==> src/rtl/blink_rate_meter.sv <==
// ============================================================================
// Module  : blink_rate_meter
// Brief   : Synchronises a slow square wave, measures its half-period and classifies
//           the result against four nominal blink rates. It also flags a stalled input.
//           Optional glitch filter: define BLINK_RATE_METER_GLITCH_FILTER_EN.
// Revision: 1.0
// ============================================================================
`default_nettype none

module blink_rate_meter #(
  parameter int unsigned RATE1         = 12500000,
  parameter int unsigned RATE2         = 6250000,
  parameter int unsigned RATE3         = 3125000,
  parameter int unsigned RATE4         = 2500000,
  parameter int unsigned TOL           = 1000,
  parameter int unsigned TIMEOUT       = 15000000,
  parameter int unsigned FILTER_CYCLES = 4
) (
  input  logic        i_Clk,
  input  logic        i_Reset,
  input  logic        i_Sig,
  output logic [23:0] o_Half_Period,
  output logic        o_Valid,
  output logic [2:0]  o_Rate_Code,
  output logic        o_Timeout
);

  localparam logic [0:0]  c_IDLE    = 1'b0;
  localparam logic [0:0]  c_MEASURE = 1'b1;

  localparam logic [23:0] c_RATE1   = 24'(RATE1);
  localparam logic [23:0] c_RATE2   = 24'(RATE2);
  localparam logic [23:0] c_RATE3   = 24'(RATE3);
  localparam logic [23:0] c_RATE4   = 24'(RATE4);
  localparam logic [24:0] c_TOL     = 25'(TOL);
  localparam logic [23:0] c_TO_LAST = 24'(TIMEOUT - 1);

  generate
    if ((TIMEOUT < 2) || (TIMEOUT > 24'hFFFFFF) || (FILTER_CYCLES < 1)) begin : g_bad_param
      $error("blink_rate_meter: TIMEOUT or FILTER_CYCLES out of range");
    end
  endgenerate

  logic        r_sync1;
  logic        r_sync2;
  logic        r_level;
  logic        w_edge;

  logic [0:0]  r_state;
  logic [23:0] r_count;
  logic [23:0] w_meas;
  logic [2:0]  w_code;

  logic [23:0] r_half;
  logic        r_valid;
  logic [2:0]  r_code;
  logic        r_timeout;

  // 25-bit signed difference keeps |meas - rate| exact over the full 24-bit range.
  function automatic logic in_tol(input logic [23:0] meas, input logic [23:0] rate);
    logic signed [24:0] diff;
    logic        [24:0] mag;
    diff = $signed({1'b0, meas}) - $signed({1'b0, rate});
    mag  = diff[24] ? 25'(-diff) : 25'(diff);
    return (mag <= c_TOL);
  endfunction

  always_ff @(posedge i_Clk) begin
    if (i_Reset) begin
      r_sync1 <= 1'b0;
      r_sync2 <= 1'b0;
    end else begin
      r_sync1 <= i_Sig;
      r_sync2 <= r_sync1;
    end
  end

`ifdef BLINK_RATE_METER_GLITCH_FILTER_EN
  localparam int                  c_FILT_W    = $clog2(FILTER_CYCLES + 1);
  localparam logic [c_FILT_W-1:0] c_FILT_LAST = c_FILT_W'(FILTER_CYCLES);

  logic [c_FILT_W-1:0] r_filt_cnt;
  logic                w_differ;

  assign w_differ = (r_sync2 != r_level);
  assign w_edge   = w_differ && (r_filt_cnt == c_FILT_LAST);

  // Restarts on any return to the accepted level, so short pulses never get through.
  always_ff @(posedge i_Clk) begin
    if (i_Reset) begin
      r_filt_cnt <= '0;
    end else if (!w_differ || w_edge) begin
      r_filt_cnt <= '0;
    end else begin
      r_filt_cnt <= r_filt_cnt + 1'b1;
    end
  end
`else
  assign w_edge = (r_sync2 != r_level);
`endif

  always_ff @(posedge i_Clk) begin
    if (i_Reset) begin
      r_level <= 1'b0;
    end else if (w_edge) begin
      r_level <= r_sync2;
    end
  end

  // The cycle carrying the edge is part of the interval, hence the +1.
  assign w_meas = r_count + 24'd1;

  always_comb begin
    w_code = 3'd0;
    if (in_tol(w_meas, c_RATE1)) begin
      w_code = 3'd1;
    end else if (in_tol(w_meas, c_RATE2)) begin
      w_code = 3'd2;
    end else if (in_tol(w_meas, c_RATE3)) begin
      w_code = 3'd3;
    end else if (in_tol(w_meas, c_RATE4)) begin
      w_code = 3'd4;
    end
  end

  always_ff @(posedge i_Clk) begin
    if (i_Reset) begin
      r_state   <= c_IDLE;
      r_count   <= '0;
      r_half    <= '0;
      r_valid   <= 1'b0;
      r_code    <= '0;
      r_timeout <= 1'b0;
    end else begin
      r_valid <= 1'b0;
      if (r_state == c_IDLE) begin
        r_count <= '0;
        if (w_edge) begin
          r_state   <= c_MEASURE;
          r_timeout <= 1'b0;
        end
      end else begin
        // An edge on the last counting cycle takes priority over the timeout.
        if (w_edge) begin
          r_half  <= w_meas;
          r_code  <= w_code;
          r_valid <= 1'b1;
          r_count <= '0;
        end else if (r_count == c_TO_LAST) begin
          r_state   <= c_IDLE;
          r_timeout <= 1'b1;
          r_code    <= '0;
          r_count   <= '0;
        end else if (r_count != 24'hFFFFFF) begin
          r_count <= r_count + 24'd1;
        end
      end
    end
  end

  assign o_Half_Period = r_half;
  assign o_Valid       = r_valid;
  assign o_Rate_Code   = r_code;
  assign o_Timeout     = r_timeout;

endmodule

`default_nettype wire

==> config.mk <==
export PLATFORM = sky130hd
export DESIGN_NAME = blink_rate_meter
export DESIGN_NICKNAME = d
export VERILOG_FILES = /design/src/rtl/blink_rate_meter.sv
export SDC_FILE = /design/constraint.sdc
export NUM_CORES = 1
export LEC_CHECK = 0
export CAP_MARGIN = 15
export CORE_MARGIN = 10
export CORE_UTILIZATION = 62
export DETAILED_ROUTE_END_ITERATION = 6
export GPL_TIMING_DRIVEN = 0
export PLACE_DENSITY = 0.79
export SLEW_MARGIN = 5
export SYNTH_ARGS = -nofsm -noshare
export SYNTH_HDL_FRONTEND = slang
export SYNTH_SLANG_ARGS = --single-unit
==> constraint.sdc <==
create_clock -name i_Clk -period 5.7 [get_ports i_Clk]
set_clock_uncertainty 0.1 [all_clocks]
set_input_delay 1.14 -clock i_Clk [delete_from_list [all_inputs] [get_ports i_Clk]]
set_output_delay 1.14 -clock i_Clk [all_outputs]
set_load 0.01 [all_outputs]
==> metrics.md <==
| Metric | Value |
|---|---|
| Nets | 1147 |
| Post-synth EDFFs | 0 |
| Register area share after synthesis | 14.6% |
| Sequential share of power | 41.2% |
| Final core utilization | 69.7% |
| WP buf/inv | 2 |
| Worst slew margin | 20.1% |
| Post-Syn Area per Cell | 7.19 um2 |
| Worst path cell trace | ha_1, buf_2, nand3_1, xor2_4, ha_1, clkbuf_1, nand2_1, o311ai_0, nand4_1, a2111o_1, a221o_1, nor4_1, a31oi_1, a32oi_1, nand4b_1, o41a_1, o31ai_1 |
| Postcts setup bufs | 0 |
| First-pass GRT wire length | 46.9 mm |
| GPL Wtd Cong | 1.07 |
| Hold depth | 2 |
| P_sw | 268 uW |
| DIE HEIGHT | 132 um |
| Vias per cell | 7.24 |
| Max Cap Violations | 0 |
| Final Cell Area | 8720 um2 |
| Main combinational cell family by area after synthesis | compound AO/OA/AOI/OAI gates |
| Comb pwr share | 4.2% |
| Fmax | 0.184 GHz |
| Synth-to-Final Area Change | 11.3% |
| Hold Startpoint | o_Rate_Code[2] |
| Critical Path Sink Type | flip-flop |
| Internal power | 724 uW |
| Drt pass-1 iters | 6 |
| Drc violations | 0 |
| Port buffer count | 31 |
| Worst-skew pair later-pin latency | 360 ps |
| Post-synthesis async set-or-reset flop share | 0% |
| Fillers | 1153 |
| Tcrit/Tclk final | 95.3% |
| Worst endpoint data arrival time | 5600 ps |
| Tot Pwr | 992 uW |
| Final Max Slew Viols | 0 |
| Sink Count | 57 |
| CTS tree | done |
| Initial core utilization | 62.6% |
| Dpl cell area | 8360 um2 |
| Final hold viol count | 0 |
| Worst Setup Path Type | reg2reg |
| Critical path's top delay family | compound AO/OA/AOI/OAI gates |
| Clock power frac | 54.6% |
| RSZ-0062 raised after global routing | no |
| Drt wl/cell | 23.0 um |
| Sw frac | 27.0% |
| Crit path max fanout | 15 |
| Levels on crit path | 17 |
| Reg-to-reg startpoint | r_count[0] |
| Share of cells above drive strength 1 | 8.97% |
| Routed via count | 9479 |
| FF-to-FF path depth | 17 |
| Clock Path Buffers | 2 |
| Crit-path slowest cell | a2111o_1 |
| Drt initial violations | 1683 |
| Leakage | 2.62 nW |
| Mapped cell area | 7840 um2 |
| Vias in the first global route | 8680 |
| Post-DP HPWL | 22.9 mm |
| Setup_tns | 0 ps |
| Startpoint Class | flip-flop |
| Setup crit start | r_count[0] |
| Required @ worst endpoint | 5860 ps |
| Compound-Gate Fraction of Synth Area | 32.5% |
| Core area | 12500 um2 |
| Ys flop type | dfxtp_1 |
| Clk root buf | clkbuf_16 |
| Gr ovfl total | 0 |
| Worst vdd ir | 0.113 mV |
| Die area | 17500 um2 |
| Final critical path time including I/O delays and setup | 5430 ps |
| Initial antenna violation count | 0 |
| Syn Nets | 1104 |
| N_diodes | 0 |
| Max incr delay on CP | 490 ps |
| Worst-Margin Slew | 1190 ps |
| Synth Instances | 1089 |
| H-tree depth | 3 |
| Post-synthesis xor/xnor area fraction | 12.1% |
| Hold Path Class | reg2reg |
| Yosys reg bits | 57 |
| Endpoints failing setup | 0 |
| IO Pins | 32 |
| Total Routing Usage GR | 32.8% |
| DIE WIDTH | 132 um |
| Final WL | 30.1 mm |
| Simple-Gate Fraction of Synth Area | 31.4% |
| Pwr/cell area | 114 nW/um2 |
| Largest net degree at the start of global routing | 16 |
| Final ANT Viol Nets | 0 |
| Total number of yosys warnings | 0 |
| Hold_ws | 346 ps |
| FP Rows | 41 |
| TritonCTS Buffers | 9 |
| Adder-cell area share of the yosys netlist | 2.04% |
| Multiplexer share of the synthesized area | 1.80% |
| Crit path top cell by count | ha_1 |
| Status | finished clean |
| Reg clk slew, reported paths | 60 ps |
| Unique masters post-synth | 102 |
## final timing paths
kind                    endpoint  slack (ps)
setup / recovery  o_Rate_Code[1]         270
hold / removal    o_Rate_Code[2]         350
setup reg to reg  o_Rate_Code[1]         270
hold reg to reg   o_Rate_Code[2]         350
## final cells by class
type / instances / area [um2] / area share, %
Multi-Input combinational cell: 933 / 6320 / 72.5
Sequential cell: 57 / 1140 / 13.1
Buffer: 82 / 377 / 4.32
Timing Repair Buffer: 32 / 318 / 3.64
Clock buffer: 9 / 225 / 2.58
Tap cell: 172 / 215 / 2.47
Inverter: 17 / 63.8 / 0.732
Clock inverter: 7 / 61.3 / 0.703
## registers in the layout (all words and copies together) (netlist names)
register	cells
o_Valid	1
r_sync2	1
r_level	1
o_Timeout	1
r_state	1
o_Rate_Code	3
o_Half_Period	24
r_count	24
r_sync1	1
## through the flow
step                std cells  worst slack (ps)
floorplan                1089              1300
global placement         1292               154
detailed placement       1292               109
CTS                      1308              61.7
global route             1309              33.3
finish                   1309               267
## cells by family after synthesis
logic type                 Yosys count
adders and majority gates           13
buffers and inverters               99
and+or+nand+nor                    451
muxes                               14
DFF                                 57
AOI/OAI and AO/OA                  352
xor gates and xnor gates           103
## Yosys cell counts, types with 7 or more instances
| library cell | number | share of area, % |
|---|---|---|
| o21a_1 | 10 | 0.96 |
| nand4_1 | 28 | 2.2 |
| xnor2_1 | 83 | 9.3 |
| clkbuf_1 | 47 | 2.3 |
| xor2_1 | 16 | 1.8 |
| nand2b_1 | 8 | 0.64 |
| o31a_1 | 9 | 1.0 |
| o21ai_0 | 35 | 2.2 |
| a21oi_1 | 72 | 4.6 |
| nor4_2 | 7 | 1.1 |
| nor3_1 | 50 | 3.2 |
| buf_4 | 8 | 0.77 |
| o2111ai_1 | 11 | 1.2 |
| a211oi_1 | 32 | 3.1 |
| o211ai_1 | 14 | 1.3 |
| o21ai_1 | 10 | 0.64 |
| mux2i_1 | 13 | 1.7 |
| a31oi_1 | 24 | 1.9 |
| a21o_1 | 16 | 1.5 |
| and3_1 | 11 | 0.88 |
| ha_1 | 12 | 1.9 |
| a2111oi_0 | 8 | 0.89 |
| o32ai_1 | 7 | 0.78 |
| nor4_1 | 20 | 1.6 |
| or3_1 | 17 | 1.4 |
| nand3_1 | 52 | 3.3 |
| buf_2 | 19 | 1.2 |
| o31ai_1 | 17 | 1.6 |
| nand2_1 | 79 | 3.8 |
| nor2_1 | 100 | 4.8 |
| nand3b_1 | 8 | 0.77 |
| and2_1 | 14 | 1.1 |
| inv_1 | 15 | 0.72 |
| dfxtp_1 | 57 | 15 |
## cell usage in the layout (no fill, tap or decap), drive strengths merged, types with 12 or more instances in the layout
cell and n:
a211oi 35, a21o 16, a21oi 73, a31oi 24, and2 15, buf 36
clkbuf 56, clkdlybuf4s50 31, dfxtp 57, ha 12, inv 20, mux2i 13
nand2 80, nand3 53, nand4 31, nor2 102, nor3 56, nor4 29
o211ai 15, o21ai 46, o31ai 17, or3 17, xnor2 84, xor2 17
## power groups by stage
stage | combinational (mW) | sequential, mW | clock, mW
floorplan | 0.0204 | 0.419 | 0
global placement | 0.0401 | 0.417 | 0
detailed placement | 0.0409 | 0.417 | 0
CTS | 0.0411 | 0.409 | 0.537
global route | 0.0450 | 0.409 | 0.553
finish | 0.0415 | 0.409 | 0.542
## worst reg2reg max path, stage by stage, from the launching register on
cell and delay, ps:
dfxtp_1 470, ha_1 200, buf_2 190, nand3_1 200, xor2_4 470, ha_1 230, clkbuf_1 390, nand2_1 180
o311ai_0 310, nand4_1 210, a2111o_1 490, a221o_1 360, nor4_1 470, a31oi_1 180, a32oi_1 200, nand4b_1 270
o41a_1 220, o31ai_1 200
## timing repair
action,4_1_cts,5_1_grt
hold buffers,0,0
setup endpoints to repair,0,3
resized for setup,0,11
## metal layers
layer | vias to the layer above | routed length, um | global-route usage [%]
met2 | 694 | 13000 | 50.3
met1 | 4345 | 11400 | 40.1
met3 | 162 | 3710 | 8.14
li1 | 4278 | - | -
met5 | - | 0 | 0
met4 | 0 | 1980 | 21.1
(Power assumes the default switching activity.)
